==> src/rtl/ndn_router_pkg.sv <==
// ndn_router_pkg: shared constants and types for the NDN router SPI front end
package ndn_router_pkg;
  localparam int SPI_BYTE_W = 8;
  localparam logic [SPI_BYTE_W-1:0] IDLE_BYTE_DEFAULT = 8'h00;
  typedef enum logic {IDLE, ACTIVE} spi_state_t;
endpackage

==> src/rtl/spi_tx_fifo.sv <==
// spi_tx_fifo: synchronous byte FIFO; a push into a full FIFO only lands when a pop frees a slot that cycle
module spi_tx_fifo import ndn_router_pkg::*; #(
  parameter int unsigned DEPTH = 4
) (
  input  logic                      clk,
  input  logic                      rst,
  input  logic                      push_i,
  input  logic [SPI_BYTE_W-1:0]     din_i,
  input  logic                      pop_i,
  output logic [SPI_BYTE_W-1:0]     dout_o,
  output logic                      full_o,
  output logic                      empty_o,
  output logic [$clog2(DEPTH):0]    count_o
);
  localparam int unsigned AW = $clog2(DEPTH);
  logic [SPI_BYTE_W-1:0] mem_q [DEPTH];
  logic [AW-1:0] wr_q, rd_q;
  logic [AW:0] cnt_q;
  logic do_push, do_pop;
  assign empty_o = cnt_q == '0;
  assign full_o = cnt_q == (AW+1)'(DEPTH);
  assign count_o = cnt_q;
  assign dout_o = mem_q[rd_q];
  assign do_pop = pop_i & ~empty_o;
  assign do_push = push_i & (~full_o | do_pop);
  always_ff @(posedge clk) begin
    if (!rst) begin
      wr_q <= '0;
      rd_q <= '0;
      cnt_q <= '0;
    end else begin
      if (do_push) begin
        mem_q[wr_q] <= din_i;
        wr_q <= wr_q + 1'b1;
      end
      if (do_pop) rd_q <= rd_q + 1'b1;
      cnt_q <= cnt_q + {{AW{1'b0}}, do_push} - {{AW{1'b0}}, do_pop};
    end
  end
endmodule

==> src/rtl/spi_slave_port.sv <==
// spi_slave_port: SPI mode-0 slave bridging board pins to the FIB byte streams.
// SPI_TX_FIFO_EN selects a TX_DEPTH-entry TX FIFO; otherwise TX uses one holding register.
module spi_slave_port import ndn_router_pkg::*; #(
  parameter int unsigned TX_DEPTH = 4,
  parameter logic [SPI_BYTE_W-1:0] IDLE_BYTE = IDLE_BYTE_DEFAULT
) (
  input  logic                  clk,
  input  logic                  rst,
  input  logic                  sclk,
  input  logic                  cs_n,
  input  logic                  mosi,
  output logic                  miso,
  output logic                  RX_valid,
  output logic [SPI_BYTE_W-1:0] data_SPI_to_FIB,
  input  logic                  FIB_to_SPI_data_flag,
  input  logic [SPI_BYTE_W-1:0] data_FIB_to_SPI,
  output logic                  tx_full,
  output logic                  tx_overflow,
  output logic                  frame_active
);
  spi_state_t state_q, state_d;
  logic [1:0] sclk_sq, cs_sq, mosi_sq;
  logic sclk_prev_q, active, enter, rise, fall, load, pop, full, empty;
  logic [SPI_BYTE_W-1:0] rx_shift_q, rx_data_q, tx_shift_q, head;
  logic [2:0] rx_cnt_q, tx_bit_q;
  logic rx_done_q, rx_valid_q, ovf_q;
  assign miso = active & tx_shift_q[7];
  assign RX_valid = rx_valid_q;
  assign data_SPI_to_FIB = rx_data_q;
  assign tx_overflow = ovf_q;
  assign frame_active = ~cs_sq[1];
  always_comb begin
    state_d = cs_sq[1] ? IDLE : ACTIVE;
    active = state_q == ACTIVE;
    enter = state_q == IDLE && !cs_sq[1];
    rise = active && sclk_sq[1] && !sclk_prev_q;
    fall = active && !sclk_sq[1] && sclk_prev_q;
    load = enter || (fall && tx_bit_q == 3'd7);
    pop = load && !empty;
  end
  always_ff @(posedge clk) begin
    if (!rst) begin
      sclk_sq <= '0;
      cs_sq <= '1;
      mosi_sq <= '0;
      sclk_prev_q <= 1'b0;
      state_q <= IDLE;
    end else begin
      sclk_sq <= {sclk_sq[0], sclk};
      cs_sq <= {cs_sq[0], cs_n};
      mosi_sq <= {mosi_sq[0], mosi};
      sclk_prev_q <= sclk_sq[1];
      state_q <= state_d;
    end
  end
  // Completed byte is published one cycle after the 8th sample lands in rx_shift_q
  always_ff @(posedge clk) begin
    if (!rst) begin
      rx_shift_q <= '0;
      rx_cnt_q <= '0;
      rx_done_q <= 1'b0;
      rx_valid_q <= 1'b0;
      rx_data_q <= '0;
    end else begin
      rx_done_q <= rise && rx_cnt_q == 3'd7;
      rx_valid_q <= rx_done_q;
      if (rx_done_q) rx_data_q <= rx_shift_q;
      if (rise) rx_shift_q <= {rx_shift_q[SPI_BYTE_W-2:0], mosi_sq[1]};
      rx_cnt_q <= active ? rx_cnt_q + {2'b0, rise} : 3'd0;
    end
  end
  always_ff @(posedge clk) begin
    if (!rst) begin
      tx_shift_q <= '0;
      tx_bit_q <= '0;
      ovf_q <= 1'b0;
    end else begin
      if (load) tx_shift_q <= empty ? IDLE_BYTE : head;
      else if (fall) tx_shift_q <= {tx_shift_q[SPI_BYTE_W-2:0], 1'b0};
      tx_bit_q <= active ? tx_bit_q + {2'b0, fall} : 3'd0;
      if (FIB_to_SPI_data_flag && full && !pop) ovf_q <= 1'b1;
    end
  end
`ifdef SPI_TX_FIFO_EN
  localparam int CW = $clog2(TX_DEPTH) + 1;
  logic [CW-1:0] fifo_cnt;
  spi_tx_fifo #(.DEPTH(TX_DEPTH)) u_fifo (
    .clk     (clk),
    .rst     (rst),
    .push_i  (FIB_to_SPI_data_flag),
    .din_i   (data_FIB_to_SPI),
    .pop_i   (pop),
    .dout_o  (head),
    .full_o  (full),
    .empty_o (empty),
    .count_o (fifo_cnt)
  );
  assign tx_full = fifo_cnt == CW'(TX_DEPTH);
`else
  logic [SPI_BYTE_W-1:0] hold_q;
  logic hold_v_q, take;
  assign head = hold_q;
  assign full = hold_v_q;
  assign empty = ~hold_v_q;
  assign tx_full = hold_v_q;
  assign take = FIB_to_SPI_data_flag & (~hold_v_q | pop);
  always_ff @(posedge clk) begin
    if (!rst) begin
      hold_q <= '0;
      hold_v_q <= 1'b0;
    end else begin
      if (take) hold_q <= data_FIB_to_SPI;
      hold_v_q <= take | (hold_v_q & ~pop);
    end
  end
`endif
endmodule

==> config.mk <==
export PLATFORM = sky130hd
export DESIGN_NAME = spi_slave_port
export DESIGN_NICKNAME = d
export VERILOG_FILES = /design/src/rtl/ndn_router_pkg.sv /design/src/rtl/spi_tx_fifo.sv /design/src/rtl/spi_slave_port.sv
export SDC_FILE = /design/constraint.sdc
export NUM_CORES = 1
export LEC_CHECK = 0
export ABC_CLOCK_PERIOD_IN_PS = 1900
export CAP_MARGIN = 10
export CORE_UTILIZATION = 50
export CTS_BUF_LIST = sky130_fd_sc_hd__clkbuf_4
export DETAILED_ROUTE_END_ITERATION = 8
export PLACE_DENSITY = 0.74
export SLEW_MARGIN = 40
export SYNTH_ARGS = -nofsm -noshare
export SYNTH_HDL_FRONTEND = slang
export SYNTH_SLANG_ARGS = --single-unit
==> constraint.sdc <==
create_clock -name clk -period 1.9 [get_ports clk]
set_clock_uncertainty 0.15 [all_clocks]
set_input_delay 0.475 -clock clk [delete_from_list [all_inputs] [get_ports clk]]
set_output_delay 0.475 -clock clk [all_outputs]
set_load 0.03 [all_outputs]
==> flow_summary_export.csv, run 1 <==
group,metric,value,unit
global_routing,grt_start_max_net_pins,37,
cells_and_area,num-fill-cells,317,
route,dr.pass1.iters,4,
global_routing,grt_pass1_wl,6170,um
sta,fin_crit_sh,0.941,
logic_synthesis,yosys.cell_types.count,32,
cells_and_area,areaGrowthSynthToFinish,17.8,%
logic_synthesis,syn_nets,215,
sta,tightest_slew,0.494,ns
cells_and_area,n_antenna_cell,0,
critical_path,worstPathCellList,"inv_1 > dlygate4sd2_1",
pwr,power_density,718,nW/um^2
critical_path,worstPathRequired,1.27,ns
global_routing,grt_antenna_before_repair,0,
cells_and_area,stdcell_count,273,
sta,setup_viol,0,
critical_path,worstSetupStartpointType,"flop",
route,routed-via-count,1437,
sta,maxSlewViolCount,0,
hold_path,holdCritPathClass,"flop to flop",
clocking,cts_tree,"yes",
die,fp.dieW,65.6,um
logic_synthesis,syn_inst,197,
sta,fin_setup_tns,0,ns
pwr,ir_worst_vdd,0.413,mV
logic_synthesis,yosysWarnings,0,
die,fp.dieArea,4300,sq um
placement,place.gp.congestion,0.815,
sta,layout_setup_ws,0.112,ns
cells_and_area,drive_gt1_frac,0.107,
die,core_area,3770,sq um
sta,hold_viol,0,
logic_synthesis,postSynth.asyncResetShare,0,
route,drt_wl_total,3530,um
cells_and_area,final_common_cell,"dfxtp_1",
die,core.rowCount,22,
route,post-route-drc-count,0,
clocking,root_buffer,"clkbuf_4",
sta,slew_headroom,0.670,
pwr,comb_power_share,0.089,
cells_and_area,postLayoutCellArea,2380,sq um
clocking,cts_made_buffers,5,
clocking,clk_latency,0.37,ns
placement,dp.final_hpwl,2530,um
placement,placed_area,2340,sq um
clocking,cts_max_path_buffers,2,
clocking,cts_hold_buffers,0,
route,avgRoutedWirePerCell,12.9,um
die,start_util,0.536,
pwr,power,1.71,mW
route,via_per_inst,5.26,
logic_synthesis,synth_seq_cells,50,
critical_path,critPathKind,"flop to output port",
cells_and_area,final_cell_mix,"dfxtp_1, mux2i_1, nand2_1",
clocking,path_clk_slew,0.13,ns
pwr,power_switching,0.413,mW
critical_path,critPathMaxFanout,5,
die,die_h,65.6,um
clocking,clkSinkCount,50,
logic_synthesis,seq_area_frac_synth,0.495,
critical_path,critPathSlowestCell,"dlygate4sd2_1",
global_routing,grt_pass1_vias,1435,
logic_synthesis,synth.cell_area,2020,sq um
job,maxCapViolCount,0,
placement,dp_cells,266,
pwr,pwr-share-clk,0.273,
logic_synthesis,synth_ff_type,"dfxtp_1",
clocking,cts_max_level,2,
critical_path,cp-end-kind,"output port",
pwr,seq_power_share,0.639,
global_routing,grt_util_all_layers,0.191,
route,first_iter_violations,71,
sta,max_freq,559,MHz
global_routing,grt_overflow,0,
logic_synthesis,synth_edf_count,0,
placement,dp_slack,-0.0540,ns
sta,fin_crit,1.79,ns
cells_and_area,final_core_util,0.632,
sta,timing.hold.ws,0.287,ns
die,pin_count,27,
pwr,p_leak,1.10,nW
status,status,"finished clean",
pwr,p_int,1.30,mW
cells_and_area,layout.nets,243,
logic_synthesis,postSynthAreaPerCell,10.3,sq um
route,antenna_left,0,
critical_path,cp_slowest_stage_delay,0.38,ns
critical_path,worstPathArrival,1.16,ns
placement,io_buffers,26,
pwr,swShare,0.242,
sta,rsz0062_at_grt,"false",
[state kept, by name, summed over array words and instances, names as in the netlist]
register and cells:
data_SPI_to_FIB 8, head 8, rx_shift_q 8, tx_shift_q 8, rx_cnt_q 3, tx_bit_q 3
cs_sq 2, mosi_sq 2, sclk_sq 2, RX_valid 1, active 1, rx_done_q 1
sclk_prev_q 1, tx_full 1, tx_overflow 1
[worst max-delay path: cells and delay by family (launching register included)]
| family | cells | cell delay [ns] |
|---|---|---|
| flops | 1 | 0.37 |
| buf+inv | 2 | 0.43 |
[area by class of cell]
cell class	instances	area, sq um	share of cell area
clock buffer	5	37.5	0.0157
clock inverter	2	15.0	0.00630
inverter	3	13.8	0.00577
multi-input combinational	132	946	0.397
sequential	50	1000	0.421
tap	48	60.1	0.0252
timing repair buffer	33	308	0.129
[power by group through the flow]
stage          Sequential (mW)  Combinational (mW)  Clock (mW)
6_report                  1.09               0.152       0.467
5_1_grt                   1.10               0.165       0.533
4_1_cts                   1.09               0.153       0.487
3_5_place_dp              1.12               0.155           0
3_3_place_gp              1.11               0.150           0
2_1_floorplan             1.12              0.0913           0
[synthesized netlist by cell type (2+ instances only)]
cell       n  area share
and3_1    12       0.037
or3_1      7       0.022
xnor2_1    2      0.0087
nand4_1    2      0.0062
nand2_1   24       0.045
clkbuf_1   5      0.0093
nor2_1     3      0.0056
inv_1      2      0.0037
mux2i_1   24        0.12
nand2b_1   2      0.0062
a21oi_1    7       0.017
nor2b_1   17       0.053
ha_1       4       0.025
and2_1     8       0.025
dfxtp_1   50        0.49
nor2_2     2      0.0062
o311a_1    7       0.035
buf_2      5       0.012
[routing by layer]
metal | global-route usage | vias to the layer above | part of all wire
met3 | 0.0660 | 8 | 0.043
met4 | 0.0734 | 0 | 0.016
li1 | - | 731 | -
met2 | 0.322 | 27 | 0.46
met5 | 0 | - | 0
met1 | 0.220 | 671 | 0.48
[cells by family after synthesis]
kind of cell / Yosys count / share of synthesized area
AOI/OAI and AO/OA: 21 / 0.0878
muxes: 24 / 0.119
xor gates and xnor gates: 2 / 0.00866
and+or+nand+nor: 81 / 0.228
DFF: 50 / 0.495
adders and majority gates: 4 / 0.0247
buffers and inverters: 15 / 0.0377
[worst paths after layout]
| kind | startpoint | end | slack [ns] | cells past startpoint |
|---|---|---|---|---|
| setup / recovery | cs_sq[1] | frame_active | 0.11 | 2 |
| hold / removal | cs_sq[0] | cs_sq[1] | 0.29 | 1 |
| setup reg to reg | tx_bit_q[0] | tx_shift_q[1] | 0.40 | 3 |
| hold reg to reg | cs_sq[0] | cs_sq[1] | 0.29 | 1 |
[timing repair]
item	4_1_cts	5_1_grt
gates resized for setup	12	2
buffers inserted	0	0
pin swaps	0	0
setup endpoints to repair	12	2
Note: power is estimated with default switching activity, not from simulation.
==> run 2, diff against run 1 <==
--- a/config.mk
+++ b/config.mk
@@ -10,8 +10,7 @@
 export CORE_UTILIZATION = 50
 export CTS_BUF_LIST = sky130_fd_sc_hd__clkbuf_4
 export DETAILED_ROUTE_END_ITERATION = 8
-export PLACE_DENSITY = 0.74
-export SLEW_MARGIN = 40
+export DONT_BUFFER_PORTS = 1
 export SYNTH_ARGS = -nofsm -noshare
 export SYNTH_HDL_FRONTEND = slang
 export SYNTH_SLANG_ARGS = --single-unit
==> flow_summary_export.csv, run 2 (synthesized netlist as in run 1, its figures left out) <==
group,metric,value,unit
sta,tightest_slew,0.492,ns
route,antenna_left,0,
pwr,pwr-share-clk,0.380,
clocking,cts_max_path_buffers,2,
sta,fin_crit_sh,0.957,
hold_path,hold_end,"cs_sq[1]",
clocking,cts_tree,"yes",
global_routing,grt_pass1_vias,1300,
critical_path,r2r_cells,5,
critical_path,critPathKind,"flop to output port",
sta,hold_viol,0,
clocking,root_buffer,"clkbuf_4",
hold_path,hold_depth,1,
global_routing,grt_start_max_net_pins,60,
critical_path,cp_slowest_stage_delay,0.48,ns
critical_path,cp-end-kind,"output port",
clocking,path_clk_slew,0.14,ns
die,pin_count,27,
critical_path,reg2reg_to,"tx_bit_q[1]",
pwr,power_switching,0.383,mW
critical_path,critPathBufInv,0,
die,fp.dieArea,4300,sq um
critical_path,r2r_slack,0.39,ns
clocking,cts_setup_buffers,0,
hold_path,min_from,"rst",
critical_path,critPathMaxFanout,11,
cells_and_area,layout.nets,213,
sta,setup_viol,0,
route,first_iter_violations,51,
cells_and_area,final_cell_mix,"dfxtp_1, mux2i_1, nand2_1",
cells_and_area,areaGrowthSynthToFinish,6.18,%
critical_path,path_depth,1,
sta,fin_setup_tns,0,ns
sta,fin_crit,1.82,ns
placement,dp.final_hpwl,2180,um
die,start_util,0.536,
die,core.rowCount,22,
critical_path,critPathSlowestCell,"dfxtp_2",
die,die_h,65.6,um
pwr,ir_worst_vdd,0.428,mV
clocking,clk_latency,0.36,ns
critical_path,worstSetupStartpointType,"flop",
pwr,power,1.92,mW
cells_and_area,drive_gt1_frac,0.0867,
route,routed-via-count,1355,
critical_path,worstPathCellList,"and2_1",
clocking,cts_max_level,2,
route,via_per_inst,5.55,
sta,maxSlewViolCount,0,
pwr,comb_power_share,0.046,
pwr,p_int,1.53,mW
critical_path,worstPathRequired,1.27,ns
sta,max_freq,550,MHz
status,status,"finished clean",
pwr,swShare,0.200,
global_routing,grt_util_all_layers,0.179,
route,avgRoutedWirePerCell,13.5,um
route,dr.pass1.iters,4,
route,post-route-drc-count,0,
pwr,seq_power_share,0.574,
critical_path,worstPathArrival,1.19,ns
pwr,power_density,892,nW/um^2
placement,placed_area,2040,sq um
clocking,clkSinkCount,50,
cells_and_area,final_common_cell,"dfxtp_1",
placement,place.gp.congestion,0.764,
sta,slew_headroom,0.671,
global_routing,grt_pass1_wl,5780,um
sta,rsz0062_at_grt,"false",
clocking,cts_made_buffers,5,
sta,timing.hold.ws,0.0278,ns
route,drt_wl_total,3300,um
job,maxCapViolCount,0,
critical_path,cp_top_family,"flip-flops",
critical_path,regToRegStartpoint,"active",
global_routing,grt_overflow,0,
placement,io_buffers,0,
die,core_area,3770,sq um
die,fp.dieW,65.6,um
pwr,p_leak,0.952,nW
hold_path,holdCritPathClass,"input pin to flop",
cells_and_area,final_core_util,0.570,
cells_and_area,postLayoutCellArea,2150,sq um
global_routing,grt_antenna_before_repair,0,
cells_and_area,n_antenna_cell,0,
run 2: worst max-delay path by stage:
stage | start | to | slack (ns)
2_1_floorplan | active | rx_cnt_q[1] | 0.22
3_3_place_gp | active | tx_bit_q[1] | 0.33
3_5_place_dp | active | tx_bit_q[1] | 0.26
4_1_cts | active | miso | 0.06
5_1_grt | active | miso | 0.008
6_report | active | miso | 0.08
run 2: cell type report:
cell class                 count  area (sq um)
multi-input combinational    132           946
tap                           48          60.1
clock inverter                 3          63.8
sequential                    50          1000
inverter                       3          13.8
timing repair buffer           3          25.0
clock buffer                   5          37.5
fill                         336          1620
run 2: through the flow:
stage	std cells	worst slack, ns
after floorplan	197	0.215
after global placement	235	0.326
after detailed placement	235	0.265
after CTS	243	0.0634
after global routing	244	0.00834
final	244	0.0810
run 2: power by group through the flow:
stage          Sequential (mW)  Clock, mW  Combinational, mW
3_3_place_gp              1.12          0             0.0858
6_report                  1.10      0.727             0.0882
2_1_floorplan             1.12          0             0.0913
3_5_place_dp              1.12          0             0.0869
5_1_grt                   1.11      0.791             0.0983
4_1_cts                   1.10      0.752             0.0874
run 2: layer usage:
metal / global-route usage / routed length (um)
met4: 0.0978 / 70
met1: 0.216 / 1620
met3: 0.0469 / 129
met2: 0.287 / 1480
met5: 0 / 0
run 2: worst register-to-register path, stage by stage (launching register included):
cell and delay [ns]:
dfxtp_2 0.48, nand3b_4 0.14, inv_4 0.12, ha_1 0.15
ha_1 0.22, and3_1 0.17
run 2: timing repair:
action,CTS,global route
resized for setup,1,0
setup endpoints to repair,1,0
hold buffers,0,1
endpoints found under the hold margin,0,1
